==> src/rtl/cycle_timer_pkg.sv <==
// cycle_timer_pkg: select encodings and FSM state type for cycle_timer.
package cycle_timer_pkg;
    typedef enum logic [1:0] {SEL_NONE = 2'd0, SEL_1 = 2'd1, SEL_2 = 2'd2, SEL_3 = 2'd3} sel_t;
    typedef enum logic {IDLE = 1'b0, RUN = 1'b1} state_t;
endpackage

==> src/rtl/cycle_timer_tick_gen.sv <==
// tick_gen: loadable down-counting prescaler, one-cycle tick each time it wraps.
module tick_gen #(
    parameter int CLK_DIV = 1000
) (
    input  logic clk,
    input  logic rst,
    input  logic load,
    input  logic en,
    input  logic hold,
    output logic tick
);
    localparam int PW = (CLK_DIV > 1) ? $clog2(CLK_DIV) : 1;
    localparam logic [PW-1:0] RELOAD = PW'(CLK_DIV - 1);

    logic [PW-1:0] cnt;

    assign tick = en && !hold && (cnt == '0);

    // Load wins over hold; a disabled prescaler parks at zero.
    always_ff @(posedge clk or negedge rst) begin
        if (!rst)
            cnt <= '0;
        else if (load)
            cnt <= RELOAD;
        else if (!en)
            cnt <= '0;
        else if (!hold)
            cnt <= (cnt == '0) ? RELOAD : cnt - 1'b1;
    end
endmodule

==> src/rtl/cycle_timer.sv <==
// cycle_timer: strobe-loaded duration timer counting prescaled units,
// reporting busy, remaining units and a one-cycle elapsed pulse.
module cycle_timer
    import cycle_timer_pkg::*;
#(
    parameter int CLK_DIV = 1000,
    parameter int CNT_W   = 16,
    parameter int T1      = 10,
    parameter int T2      = 20,
    parameter int T3      = 30
) (
    input  logic             clk,
    input  logic             rst,
    input  logic [1:0]       timer_select,
    input  logic             hold,
    output logic             timer_elapsed,
    output logic             busy,
    output logic [CNT_W-1:0] remaining
);
    if (CLK_DIV < 1) begin : g_bad_div
        $error("cycle_timer: CLK_DIV must be >= 1");
    end
    if (T1 < 0 || T2 < 0 || T3 < 0 || T1 >= (2 ** CNT_W) || T2 >= (2 ** CNT_W) || T3 >= (2 ** CNT_W)) begin : g_bad_t
        $error("cycle_timer: durations must fit in CNT_W");
    end

    // A zero-length duration still runs for one unit.
    localparam logic [CNT_W-1:0] D1 = (T1 == 0) ? CNT_W'(1) : CNT_W'(T1);
    localparam logic [CNT_W-1:0] D2 = (T2 == 0) ? CNT_W'(1) : CNT_W'(T2);
    localparam logic [CNT_W-1:0] D3 = (T3 == 0) ? CNT_W'(1) : CNT_W'(T3);

    state_t           state;
    logic             load;
    logic             tick;
    logic [CNT_W-1:0] dur;

    assign load = timer_select != SEL_NONE;
    assign dur  = (timer_select == SEL_1) ? D1 : (timer_select == SEL_2) ? D2 : D3;

    tick_gen #(.CLK_DIV(CLK_DIV)) u_tick_gen (
        .clk  (clk),
        .rst  (rst),
        .load (load),
        .en   (state == RUN),
        .hold (hold),
        .tick (tick)
    );

    always_ff @(posedge clk or negedge rst) begin
        if (!rst) begin
            state         <= IDLE;
            timer_elapsed <= 1'b0;
            busy          <= 1'b0;
            remaining     <= '0;
        end else begin
            timer_elapsed <= 1'b0;
            if (load) begin
                state     <= RUN;
                busy      <= 1'b1;
                remaining <= dur;
            end else if (state == RUN && tick) begin
                if (remaining <= CNT_W'(1)) begin
                    state         <= IDLE;
                    busy          <= 1'b0;
                    remaining     <= '0;
                    timer_elapsed <= 1'b1;
                end else begin
                    remaining <= remaining - 1'b1;
                end
            end else if (state == IDLE) begin
                busy      <= 1'b0;
                remaining <= '0;
            end
        end
    end
endmodule

==> config.mk <==
export PLATFORM = sky130hd
export DESIGN_NAME = cycle_timer
export DESIGN_NICKNAME = d
export VERILOG_FILES = /design/src/rtl/cycle_timer_pkg.sv /design/src/rtl/cycle_timer_tick_gen.sv /design/src/rtl/cycle_timer.sv
export SDC_FILE = /design/constraint.sdc
export NUM_CORES = 1
export LEC_CHECK = 0
export BUFFER_PORTS_ARGS = -buffer_cell sky130_fd_sc_hd__buf_2
export CORE_MARGIN = 2
export CORE_UTILIZATION = 60
export CTS_BUF_LIST = sky130_fd_sc_hd__clkbuf_4 sky130_fd_sc_hd__clkbuf_8
export CTS_CLUSTER_SIZE = 25
export DETAILED_ROUTE_END_ITERATION = 16
export GPL_TIMING_DRIVEN = 0
export PLACE_DENSITY = 0.91
export RECOVER_POWER = 50
export SYNTH_ARGS = -nofsm -noshare
export SYNTH_HDL_FRONTEND = slang
export SYNTH_SLANG_ARGS = --single-unit
==> constraint.sdc <==
create_clock -name clk -period 5.3 [get_ports clk]
set_input_delay 0.53 -clock clk [delete_from_list [all_inputs] [get_ports clk]]
set_output_delay 0.53 -clock clk [all_outputs]
set_load 0.05 [all_outputs]
* After elaboration in Yosys (flattened, before gate mapping) *
Index checks and enable logic that the tools add are counted.

storage, ports and cells
  register bits = 29
  output and inout bits = 18

cells by class
  eq/ne operators = 5
  reduce and logical (&&, ||, !) cells = 10
  muxes and demuxes = 19
  $add $sub $neg = 2
  magnitude comparators = 1

operator list
  kind                                                             number
  two-way mux 16 bit                                               4
  two-way mux 10 bit                                               4
  less-or-equal comparator 16 x 1 -> 1 bit, second input constant  1
  subtractor 16 x 1 -> 16 bit, second input constant               1
  zero test 10 bit                                                 1
  subtractor 10 x 1 -> 10 bit, second input constant               1
  two-way mux 1 bit                                                9
  != test 3 x 2 -> 1 bit, second input constant                    2
  nonzero test 2 bit                                               3
  two-way mux 5 bit                                                1
  two-way mux 4 bit                                                1
  AND reduction 2 bit                                              2
  logical AND 1 bit                                                3
  != test 3 x 1 -> 1 bit, second input constant                    1
  == test 2 x 1 -> 1 bit, second input constant                    1
  == test 2 bit, second input constant                             1
  zero test 1 bit                                                  1

* Depth between registers and ports, before layout *
  depth in word-level cells = 6
  depth in mapped cells = 8
  mapped depth without buffers = 7

* Modules after synthesis *
Synthesis repeated with hierarchy kept, for this count alone.

second synthesis, totals
  cells, all modules = 171
  area total of the unflattened synthesis = 1,652.8 um^2

modules (own cells, without submodules)
  module       seq. area each (um^2)  area an instance (um^2)  cells each  instances
  cycle_timer  475.5                  1,047.3                  105         1
  tick_gen     250.2                  605.6                    66          1

* Worst setup path after synthesis *
No wires, ideal clock.

  path type = register to register
  start = register remaining[10]
  end = register remaining[13]
  path buffers = 1
  clock period less this slack = 2.120 ns
  slack = 3.180 ns
  data required time = 5.175 ns
  data arrival time = 1.995 ns
  stages on the path, launching flop included = 7
  cell sequence = dfrtp_1 -> or4_4 -> nor3_2 -> a311o_1 -> buf_6 -> o21ai_1 -> mux2_2

between the ends
  longest elaborated chain between the ends = 4
  elaborated cells on any way between the ends = 5
  classes of those cells = add/sub: 1; order compare: 1; mux: 3

RTL lines
  item                                                                                            RTL line                              text
  start, declared                                                                                 cycle_timer.sv:18                     output logic [CNT_W-1:0] remaining
  start signal, assigned                                                                          cycle_timer.sv:60                     remaining <= dur;
  start signal, assigned                                                                          cycle_timer.sv:68                     remaining <= remaining - 1'b1;
  subtractor 16 x 1 -> 16 bit / less-or-equal comparator 16 x 1 -> 1 bit (equally long branches)  cycle_timer.sv:68, cycle_timer.sv:62
  two-way mux 16 bit *                                                                            cycle_timer.sv:62                     if (remaining <= CNT_W'(1)) begin
  two-way mux 16 bit *                                                                            cycle_timer.sv:61                     end else if (state == RUN && tick) begin
  two-way mux 16 bit *                                                                            cycle_timer.sv:57                     if (load) begin

Every way passes the cells marked *; elsewhere a longest branch is shown, timed or not.
A chain may end at the register's enable or synchronous reset.

* Worst setup path in the final report *
  start = register u_tick_gen.cnt[0]
  end = register remaining[13]

between the ends
  longest elaborated chain between the ends = 5
  elaborated cells on any way between the ends = 6
  classes of those cells = eq/ne: 1; mux: 2; reduce/logical: 3

RTL lines
  item                    RTL line                    text
  start, declared         cycle_timer_tick_gen.sv:15  logic [PW-1:0] cnt;
  start signal, assigned  cycle_timer_tick_gen.sv:28  cnt <= (cnt == '0) ? RELOAD : cnt - 1'b1;
  zero test 10 bit *      cycle_timer_tick_gen.sv:17  assign tick = en && !hold && (cnt == '0);
  logical AND 1 bit *     cycle_timer_tick_gen.sv:17
  logical AND 1 bit *     cycle_timer.sv:61
  two-way mux 16 bit      cycle_timer.sv:61
  two-way mux 16 bit      cycle_timer.sv:57

Marked as above.

==> results.yml <==
outcome:
  status: "finished with violations"
  violations: "max-capacitance violations, max-slew violations"
clock_tree:
  ctsResizeCount: 0
  cts_root_buf: "clkbuf_4"
  htreeDepth: 2
  cts_hold_buf: 0
  clock-sinks: 29
  postCtsSetupBuffers: 0
  cts_tree: "done"
  clk_latency_ns: 0.33
  cts_buffers: 5
  cts_max_path_buffers: 2
  clk_pin_slew_ns: 0.09
die:
  rows: 19
  io_pins: 23
  initial_core_util_pct: 61.5
  dieWidth_um: 56.5
  dieArea_sq_mm: 0.00319
  fp.dieH_um: 56.5
  core-area_sq_mm: 0.00269
detailed_routing:
  num_vias: 1464
  drt_iter0_drc: 80
  routedWlPerCell_um: 16.3
  antenna_left: 0
  wirelength_mm: 3.83
  vias_per_cell: 6.23
  route.detailed.drc: 0
  drtPass1Iterations: 4
min_path:
  min_to: "remaining[4]$_DFFE_PN0P_"
  worstHoldPathType: "in -> reg"
  hold_depth: 3
  hp-start: "timer_select[1]"
sta:
  holdWs_ns: 0.449
  min_period_ns: 2.66
  tightest_slew_ns: 1.52
  slew_headroom_pct: -1.34
  post-route-period-util_pct: 50.2
  clock_skew_ns: 0.0119
  setup_viol: 0
  rsz0062_at_grt: "no"
  final-max-slew-violation-count: 30
  max_freq_ghz: 0.376
  final_hold_viol_count: 0
  finalSetupTns_ns: 0
grt:
  grt_remaining_overflow: 0
  grtUsageTotal_pct: 26.8
  grt_pass1_vias: 1421
  antenna_found_initial: 0
  grt_pass1_wl_mm: 6.62
  grt_start_max_net_pins: 30
logic_synthesis:
  synth_cell_types: 48
  yosysSeqAreaShare_pct: 43.9
  synth_fp_nets: 183
  syn_inst: 175
  yosys_warnings: 0
  async_flop_share_pct: 100
  synthFlopType: "dfrtp_1"
  synth-edff-count: 0
  ys_ff_latch: 29
  syn_avg_cell_area_sq_um: 9.44
  netlist_area_sq_mm: 0.00165
layout:
  fillCellCount: 225
  final_common_cell: "dfrtp_1"
  stdcell_count: 235
  nNetsFinal: 211
  most-common-layout-cells: "29 x dfrtp_1, 15 x nand2_1, 13 x buf_2"
  drive_gt1_share_pct: 16.2
  syn2layout_area_growth_pct: 11.7
  diodes: 0
worst_setup_path:
  crit_path_max_fanout: 10
  path_class: "reg -> reg"
  r2r_cells: 8
  cp.arrival_ns: 2.88
  cp-end-kind: "register"
  r2r_end: "remaining[13]$_DFFE_PN0P_"
  crit-reg2reg-launch: "u_tick_gen.cnt[0]$_DFFE_PN0P_"
  r2r_slack_ns: 2.64
  start_kind: "register"
  crit_required_ns: 5.52
pwr:
  irDropWorstVdd_mv: 0.233
  power-per-cell-area_mw_per_mm2: 229
  p_leak_nw: 0.745
job:
  cap_violations: 1
placed_design:
  place_hpwl_mm: 2.79
  dp.cells: 227
  port_buffers: 21
  place.gp.congestion: 0.876
-- how the worst max path moves through the flow --
stage                                       start                   endpoint  slack (ns)
floorplan               remaining[10]$_DFFE_PN0P_  remaining[13]$_DFFE_PN0P_        3.18
global placement                             hold  remaining[11]$_DFFE_PN0P_        3.17
detailed placement  u_tick_gen.cnt[0]$_DFFE_PN0P_  remaining[11]$_DFFE_PN0P_        3.12
CTS                 u_tick_gen.cnt[0]$_DFFE_PN0P_  remaining[11]$_DFFE_PN0P_        3.10
global route        u_tick_gen.cnt[0]$_DFFE_PN0P_   remaining[9]$_DFFE_PN0P_        2.50
finish              u_tick_gen.cnt[0]$_DFFE_PN0P_  remaining[13]$_DFFE_PN0P_        2.64
-- kinds of logic (layout without fill, tap and decap cells) --
group / count (synthesis) / count (layout) / synth area share (%)
AO/OA/AOI/OAI: 52 / 52 / 20.5
XOR/XNOR: 8 / 8 / 4.24
adder cells (fa/ha/maj): 3 / 3 / 2.27
buffers and inverters: 14 / 43 / 4.09
flip-flops: 29 / 29 / 43.9
multiplexers: 1 / 1 / 0.682
AND/OR/NAND/NOR: 68 / 68 / 24.2
-- sequential cells by signal (all words and copies together), names as in the netlist --
| name | cells |
|---|---|
| busy | 1 |
| remaining | 16 |
| u_tick_gen.cnt | 10 |
| timer_elapsed | 1 |
| state | 1 |
-- where the power goes --
group	leakage (nW)	internal, W	total (W)	switching (W)
Combinational	0.360	0.0000113	0.0000412	0.0000299
Sequential	0.343	0.000224	0.000229	0.00000499
Clock	0.0413	0.0000768	0.000152	0.0000752
-- cell usage after synthesis (3+ instances only) --
master,number,area [sq um]
a21oi_1,10,50.1
clkbuf_1,4,15.0
dfrtp_1,29,726
ha_1,3,37.5
inv_1,8,30.0
nand2_1,15,56.3
nand3_1,7,35.0
nor2_1,12,45.0
nor3_1,9,45.0
nor4_1,3,18.8
o21ai_0,12,60.1
o21ai_1,7,35.0
or3_1,3,18.8
xnor2_1,5,43.8
xor2_1,3,26.3
-- through the flow --
| stage | setup WS, ns | total power [W] | area, sq um | utilization [%] |
|---|---|---|---|---|
| 3_3_place_gp | 3.17 | 0.000273 | 1800 | 66.8 |
| 3_5_place_dp | 3.12 | 0.000275 | 1800 | 66.8 |
| 4_1_cts | 3.10 | 0.000428 | 1870 | 69.4 |
| 6_report | 2.64 | 0.000422 | 1840 | 68.7 |
| 2_1_floorplan | 3.18 | 0.000261 | 1650 | - |
| 5_1_grt | 2.50 | 0.000441 | 1840 | 68.7 |
-- per-layer routing --
metal  vias to the layer above  wire length [um]  track usage [%]
met5                         -                 0                0
met4                         0                66             11.9
met3                         8               210             6.91
met2                        53              1900             42.2
met1                       700              1650             34.8
li1                        703                 -                -
-- critical path: stages (launching register included) --
cell	delay [ns]
dfrtp_1	0.41
inv_1	0.08
ha_1	0.18
nor3b_1	0.70
nand4_4	0.31
clkbuf_1	0.34
nand2_1	0.19
o21ai_1	0.07
mux2_2	0.26
-- layout make-up --
| type | instances | area, sq um | area share (%) |
|---|---|---|---|
| Buffer | 6 | 37.5 | 2.04 |
| Clock buffer | 7 | 65.1 | 3.53 |
| Clock inverter | 1 | 5.00 | 0.271 |
| Inverter | 8 | 30.0 | 1.63 |
| Multi-Input combinational cell | 132 | 847 | 45.9 |
| Sequential cell | 29 | 726 | 39.3 |
| Tap cell | 31 | 38.8 | 2.10 |
| Timing Repair Buffer | 21 | 95.1 | 5.16 |
No activity file was read; power rests on OpenSTA's default activity.
